$ cat src/rtl/uart_pkg.sv
// uart_pkg: definitions shared by the UART transmit and receive sides.
//   uart_state_t : frame-level FSM states
//   DATA_BITS    : payload bits per frame
//   START_BIT    : line level of the start bit
//   STOP_BIT     : line level of the stop bit (and of the idle line)
package uart_pkg;

    typedef enum logic [2:0] {
        IDLE,
        START,
        DATA,
        PARITY,
        STOP
    } uart_state_t;

    localparam int unsigned DATA_BITS = 8;
    localparam logic        START_BIT = 1'b0;
    localparam logic        STOP_BIT  = 1'b1;

    // Even parity: the parity bit makes the total count of ones even.
    function automatic logic even_parity(input logic [DATA_BITS-1:0] d);
        return ^d;
    endfunction

endpackage

$ cat src/rtl/tx_baud_counter.sv
// tx_baud_counter: bit timer for the UART transmitter.
//   clk  : clock, rising edge
//   rst  : synchronous active-high reset, clears the count
//   load : restart the count at 0 (start of a new bit)
//   en   : count while high
//   tick : high on the last cycle of a bit (count == CLKS_PER_BIT-1)
module tx_baud_counter #(
    parameter int unsigned CLKS_PER_BIT = 16
) (
    input  logic clk,
    input  logic rst,
    input  logic load,
    input  logic en,
    output logic tick
);

    localparam int unsigned CNT_W = (CLKS_PER_BIT > 1) ? $clog2(CLKS_PER_BIT) : 1;

    logic [CNT_W-1:0] cnt;

    assign tick = en && (cnt == CNT_W'(CLKS_PER_BIT - 1));

    always_ff @(posedge clk) begin
        if (rst) begin
            cnt <= '0;
        end else if (load) begin
            cnt <= '0;
        end else if (en) begin
            cnt <= cnt + CNT_W'(1);
        end
    end

endmodule

$ cat src/rtl/uart_tx.sv
// uart_tx: 8-bit UART transmitter, optional even parity, one stop bit.
//   clk      : clock, rising edge
//   rst      : synchronous active-high reset, aborts any frame
//   tx_en    : enables acceptance of new frames (does not abort a frame)
//   tx_start : single-cycle request to send 'data'
//   data     : byte to send, sampled only on acceptance
//   TX       : registered serial line, idle high
//   busy     : high while a frame is in flight
//   done     : one-cycle pulse on the last cycle of the stop bit
module uart_tx
    import uart_pkg::*;
#(
    parameter int unsigned CLKS_PER_BIT = 16,
    parameter int unsigned PARITY_EN    = 0
) (
    input  logic       clk,
    input  logic       rst,
    input  logic       tx_en,
    input  logic       tx_start,
    input  logic [7:0] data,
    output logic       TX,
    output logic       busy,
    output logic       done
);

    uart_state_t state, state_n;
    logic [7:0]  shreg, shreg_n;
    logic [2:0]  bit_idx, bit_idx_n;
    logic        par, par_n;
    logic        tx_q, tx_n;
    logic        tick;
    logic        accept;

    // The final stop-bit cycle doubles as the idle/done cycle, so a request
    // seen there starts the next frame with no gap between frames.
    assign done   = (state == STOP) && tick;
    assign busy   = (state != IDLE) && !done;
    assign accept = tx_start && tx_en && !busy;
    assign TX     = tx_q;

    tx_baud_counter #(
        .CLKS_PER_BIT(CLKS_PER_BIT)
    ) u_baud (
        .clk (clk),
        .rst (rst),
        .load(accept || tick),
        .en  (state != IDLE),
        .tick(tick)
    );

    always_ff @(posedge clk) begin
        if (rst) begin
            state   <= IDLE;
            shreg   <= '0;
            bit_idx <= '0;
            par     <= 1'b0;
            tx_q    <= STOP_BIT;
        end else begin
            state   <= state_n;
            shreg   <= shreg_n;
            bit_idx <= bit_idx_n;
            par     <= par_n;
            tx_q    <= tx_n;
        end
    end

    // TX is computed one cycle ahead so it leaves a flop; the value loaded
    // is the level of the bit that the next state represents.
    always_comb begin
        state_n   = state;
        shreg_n   = shreg;
        bit_idx_n = bit_idx;
        par_n     = par;
        tx_n      = tx_q;

        if (accept) begin
            state_n   = START;
            shreg_n   = data;
            par_n     = even_parity(data);
            bit_idx_n = '0;
            tx_n      = START_BIT;
        end else begin
            case (state)
                IDLE: begin
                    tx_n = STOP_BIT;
                end
                START: begin
                    if (tick) begin
                        state_n = DATA;
                        tx_n    = shreg[0];
                    end
                end
                DATA: begin
                    if (tick) begin
                        if (bit_idx == 3'(DATA_BITS - 1)) begin
                            if (PARITY_EN != 0) begin
                                state_n = PARITY;
                                tx_n    = par;
                            end else begin
                                state_n = STOP;
                                tx_n    = STOP_BIT;
                            end
                        end else begin
                            bit_idx_n = bit_idx + 3'd1;
                            shreg_n   = shreg >> 1;
                            tx_n      = shreg[1];
                        end
                    end
                end
                PARITY: begin
                    if (tick) begin
                        state_n = STOP;
                        tx_n    = STOP_BIT;
                    end
                end
                STOP: begin
                    if (tick) begin
                        state_n = IDLE;
                        tx_n    = STOP_BIT;
                    end
                end
                default: begin
                    state_n = IDLE;
                    tx_n    = STOP_BIT;
                end
            endcase
        end
    end

endmodule

$ cat config.mk
export PLATFORM = sky130hd
export DESIGN_NAME = uart_tx
export DESIGN_NICKNAME = d
export VERILOG_FILES = /design/src/rtl/uart_pkg.sv /design/src/rtl/tx_baud_counter.sv /design/src/rtl/uart_tx.sv
export SDC_FILE = /design/constraint.sdc
export NUM_CORES = 1
export LEC_CHECK = 0
export CAP_MARGIN = 30
export CORE_UTILIZATION = 45
export DETAILED_ROUTE_END_ITERATION = 6
export HOLD_SLACK_MARGIN = 0.03
export PLACE_DENSITY = 0.65
export SLEW_MARGIN = 20
export SYNTH_ARGS = -nofsm -noshare
export SYNTH_HDL_FRONTEND = slang
export SYNTH_SLANG_ARGS = --single-unit
$ cat constraint.sdc
create_clock -name clk -period 3.3 [get_ports clk]
set_input_delay 0.66 -clock clk [delete_from_list [all_inputs] [get_ports clk]]
set_output_delay 0.66 -clock clk [all_outputs]
set_load 0.02 [all_outputs]
==> flow_summary.ini, run 1 <==
[critical_path]
path_cells = ha_1, nand3_1, nor3_1, clkdlybuf4s50_1
r2r_start = bit_idx[0]
crit_path_max_incr_delay_ps = 630
cp_slowest_cell = clkdlybuf4s50_1
worst_setup_path_start_kind = register
reg2reg_setup_slack_ps = 1370
r2r_cells = 6
crit_arrival_ps = 2030
critPathMaxFanout = 7
r2r-end = shreg[4]
startpoint = u_baud.cnt[0]
critPathKind = reg2out
critical_path_required_ps = 2640
cp-end-kind = output port

[synthesis]
synthArstFlopShare_pct = 0
yosys_most_used_dff = dfxtp_1
synth-seq-area-share_pct = 37.53
syn_inst = 110
synth_edf_count = 0
yosysTopAreaCell = dfxtp_1
synth_area_leaders = dfxtp_1 (38%), a221oi_2 (10%), a21oi_1 (5.9%), nand2_1 (5.2%), ha_1 (3.7%)
yosys_warnings = 0
synth.avg_cell_area_um2 = 9.213
synth_seq_cells = 19
ys_types = 34
synth_nets = 125
netlist_area_um2 = 1013
synth.top_cell.area_share_pct = 37.53

[clocking]
htree_num_levels = 1
cts.hold.buffers_added = 0
numCtsBuffers = 3
cts_tree = done
cts-root-buf = clkbuf_4
postCtsSetupRepairBufs = 0
cts.sinks = 19
cts_resized = 0
clk_pin_slew_ps = 110
cts_buffer_depth = 2
clock_latency_ps = 290

[place]
post-dp-hpwl_um = 1255
io_buffers = 14
placed_area_um2 = 1140
routabilityCongestion = 0.8444

[floorplanning]
core_area_um2 = 2042
dieArea_um2 = 2446
initial_core_util_pct = 49.63
rows = 16
die_x_um = 49.46
io_pins = 15
die_h_um = 49.46

[route]
num_vias = 776
first_iter_violations = 19
via_per_inst = 5.208
drcViolationCount = 0
wire_per_inst_um = 11.50
drt-pass1-iter-count = 4
ant_nets = 0
finalWirelength_um = 1714

[run]
drv_cap = 0

[timing]
clock_skew_ps = 2.494
fin_crit_sh_pct = 81.51
fin_tns_setup_ps = 0
worst_slew_pin_slew_ps = 562.9
rsz0062_at_grt = false
setup_viol = 0
max_freq_mhz = 371.8
slew_viol_final = 0
relSlewSlack_pct = 62.35
layout_min_cycle_time_ps = 2690
finalHoldViolCount = 0

[final_layout]
final_cell_area_um2 = 1167
layout-drive-gt1-share_pct = 22.95
diodes = 0
area_delta_synth_final_pct = 15.19
fin_nets = 138

[global_route]
grt_pass1_vias = 712
overflow = 0
antenna_found_initial = 0
grt_pass1_wl_um = 2939
grt_max_degree = 18
grt_usage_pct = 15.65

[hold_path]
hold_start = shreg[6]
hold_end = shreg[5]
holdPathStages = 2
hold_path.class = reg2reg

[power_and_ir_drop]
peakVddDrop_v = 0.0002572
power.leakage_uw = 0.0004161
power_density_nw_per_um2 = 364.5

[status]
outcome = finished clean
[cell type report]
cell class | instances | area [µm²]
fill | 202 | 874.6
clock buffer | 3 | 22.52
timing repair buffer | 15 | 147.6
clock inverter | 1 | 5.005
multi-input combinational | 75 | 544.3
tap | 27 | 33.78
sequential | 19 | 380.4
inverter | 9 | 33.78
[registers in the layout, summed over array words and instances (netlist names)]
| name | cells |
|---|---|
| shreg | 8 |
| bit_idx | 3 |
| state | 3 |
| u_baud.cnt | 4 |
| TX | 1 |
[power by group]
group	switching (µW)	internal, µW
Sequential	6.87	239
Clock	71.2	45.1
Combinational	31.7	31.7
[worst max-delay path, delay by kind of cell (launching register included)]
family        cells  cell delay [ps]
buf+inv           1              630
flops             1              400
fa+ha+maj         1              190
simple gates      2              510
[worst max-delay path by stage]
| stage | end | slack [ps] | cells past startpoint |
|---|---|---|---|
| after CTS | done | 600 | 4 |
| after floorplan | done | 1340 | 3 |
| after global routing | done | 480 | 4 |
| after detailed placement | done | 950 | 4 |
| after global placement | done | 1000 | 4 |
| final | done | 610 | 4 |
[per-stage QoR]
step | power [µW] | setup slack [ps] | util, % | instances | hold slack, ps
after floorplan | 296.5 | 1344 | - | 110 | 449.3
after global placement | 314.0 | 1002 | 55.82 | 145 | 456.6
after detailed placement | 315.0 | 945.4 | 55.82 | 145 | 460.6
after CTS | 432.7 | 599.4 | 57.17 | 149 | 480.8
after global routing | 447.3 | 477.0 | 57.17 | 149 | 495.6
final | 425.6 | 610.2 | 57.17 | 149 | 475.9
[logic make-up (layout without fill, tap and decap cells)]
family | after synthesis | after routing | synth area share [%]
fa+ha+maj | 3 | 3 | 3.704
buf+inv | 16 | 28 | 8.765
simple gates | 38 | 38 | 20.62
flops | 19 | 19 | 37.53
compound gates | 32 | 32 | 27.66
xor+xnor | 2 | 2 | 1.729
[metal layers]
| metal | wire length (µm) | track usage, % | vias up |
|---|---|---|---|
| li1 | - | - | 410 |
| met2 | 734 | 25.80 | 17 |
| met5 | 0 | 0 | - |
| met3 | 78 | 5.556 | 2 |
| met1 | 893 | 19.77 | 347 |
| met4 | 8 | 2.857 | 0 |
[synthesized netlist by cell type (3+ instances only)]
library cell   n
a21oi_1       12
a21oi_2        4
inv_1          9
dfxtp_1       19
nand2_1       14
ha_1           3
nor3_1         4
a221oi_2       7
nor2_2         5
[placed cells by master, fill, tap and decap left out, types with 2 or more instances in the layout]
cell              n
nor2_2            5
or2_1             2
nand2_2           2
clkdlybuf4s50_1  14
o21ai_0           2
a221oi_2          7
nor2_1            2
nand3_1           2
dfxtp_1          19
ha_1              3
clkbuf_4          3
nor3_1            4
inv_1             9
nand2_1          14
a21oi_2           4
a21oi_1          12
Power figures use the tool's default switching activity.
==> inputs of run 2 (changes only) <==
- PLACE_DENSITY: 0.65 -> 0.68
- clock period: 3.3 -> 2.2 ns (I/O delays scaled with it)
==> flow_summary.ini, run 2 (synthesis results as in run 1) <==
[status]
outcome = finished clean

[final_layout]
fillers = 209
reg.largest.list = shreg: 8 flops, u_baud.cnt: 4 flops
final_cell_mix = dfxtp_1 (19), nand2_1 (14), a21oi_1 (12), clkdlybuf4s50_1 (12), inv_1 (9)
final_common_cell = dfxtp_1
area_delta_synth_final_pct = 17.28
stdcell_count = 152
largest_reg_flops = 8
fin_nets = 141
layout-drive-gt1-share_pct = 24.80
regMostFlops = shreg
diodes = 0

[timing]
relSlewSlack_pct = 61.60
setup_viol = 0
fin_crit_sh_pct = 91.33
worst_slew_pin_slew_ps = 571.5
layout_min_cycle_time_ps = 2009
max_freq_mhz = 497.7
finalHoldViolCount = 0
rsz0062_at_grt = false
fin_tns_setup_ps = 0
fin_hold_ws_ps = 477.7
clock_skew_ps = 11.59
slew_viol_final = 0

[power_and_ir_drop]
power_density_nw_per_um2 = 542.7
p_sw_share_pct = 25.66
power.leakage_uw = 0.0004359
clock_power_share_pct = 27.3
p_int_uw = 479.5
seqPwrFrac_pct = 57.3
peakVddDrop_v = 0.0003615
p_switching_uw = 165.5
pwr-share-comb_pct = 15.4

[clocking]
cts.sinks = 19
clock_latency_ps = 300
cts_buffer_depth = 2
cts-root-buf = clkbuf_4
numCtsBuffers = 3
postCtsSetupRepairBufs = 0
htree_num_levels = 1
clk_pin_slew_ps = 110
cts_tree = done

[global_route]
grt_max_degree = 18
antenna_found_initial = 0
overflow = 0
grt_pass1_wl_um = 3443
grt_pass1_vias = 781
grt_usage_pct = 18.15

[hold_path]
hold_path.class = reg2reg
hold_start = shreg[4]
holdPathStages = 2
hold_end = shreg[3]

[critical_path]
critPathMaxFanout = 4
r2r_cells = 6
r2r_start = bit_idx[0]
reg2reg_setup_slack_ps = 340
r2r-end = shreg[4]
critical_path_required_ps = 1760
crit_arrival_ps = 1570
cp-end-kind = output port
critPathKind = reg2out
worst_setup_path_start_kind = register

[route]
ant_nets = 0
num_vias = 811
first_iter_violations = 9
via_per_inst = 5.336
finalWirelength_um = 1884
drt-pass1-iter-count = 4
drcViolationCount = 0
wire_per_inst_um = 12.39

[floorplanning]
initial_core_util_pct = 49.63
die_h_um = 49.46
io_pins = 15
rows = 16
die_x_um = 49.46
core_area_um2 = 2042
dieArea_um2 = 2446

[run]
drv_cap = 0

[place]
routabilityCongestion = 0.8285
dp.cells = 148
io_buffers = 14
post-dp-hpwl_um = 1391
-- run 2: changes by cell type in the layout (fill, tap and decap cells not counted), sizes merged --
cell and change:
buf +3, clkdlybuf4s50 -2, clkinv -1, clkbuf +1, dlygate4sd2 +2
-- run 2: stage by stage --
| stage | worst slack [ps] | util (%) | total power (µW) | area, µm² |
|---|---|---|---|---|
| final | 190.7 | 58.21 | 645.1 | 1189 |
| after global routing | 37.69 | 58.21 | 675.6 | 1189 |
| after CTS | 171.9 | 58.21 | 651.2 | 1189 |
| after detailed placement | 239.0 | 56.92 | 477.0 | 1162 |
| after global placement | 259.4 | 56.92 | 474.7 | 1162 |
| after floorplan | 464.2 | - | 444.8 | 1013 |
-- run 2: worst max path at each step --
stage | depth (start not counted) | from | end
floorplan | 3 | u_baud.cnt[0] | done
global placement | 4 | state[0] | busy
detailed placement | 3 | state[2] | done
CTS | 5 | u_baud.cnt[0] | busy
global route | 5 | u_baud.cnt[0] | busy
finish | 5 | u_baud.cnt[0] | busy
-- run 2: what timing repair did --
item | in CTS | in global routing
hold buffers | 0 | 0
endpoints found under the setup margin | 2 | 0
resized for setup | 3 | 0
-- run 2: critical path: stages, from the launching register on --
cell           delay (ps)
dfxtp_1               390
ha_1                  200
nand3_1               120
a21oi_1               200
inv_1                  50
dlygate4sd2_1         310
-- run 2: power groups by stage --
stage	Combinational [µW]	Sequential, µW	Clock (µW)
floorplan	68.7	376	0
global placement	98.2	377	0
detailed placement	99.7	377	0
CTS	100	370	181
global route	111	372	193
finish	99.4	370	176
-- run 2: layout make-up --
class	instances	area, µm²	area share [%]
inverters	9	33.78	2.842
well taps	27	33.78	2.842
clock buffers	4	26.28	2.211
flip-flops and latches	19	380.4	32.00
repair buffers	18	167.7	14.11
multi-input cells	75	546.8	46.00
-- run 2: metal layers --
metal | share of wire [%] | vias to the layer above | GRT usage (%) | routed length [µm]
li1 | - | 415 | - | -
met1 | 47 | 377 | 24.67 | 883
met2 | 48 | 14 | 28.77 | 913
met3 | 2.9 | 5 | 2.778 | 54
met4 | 1.7 | 0 | 7.143 | 32
met5 | 0 | - | 0 | 0
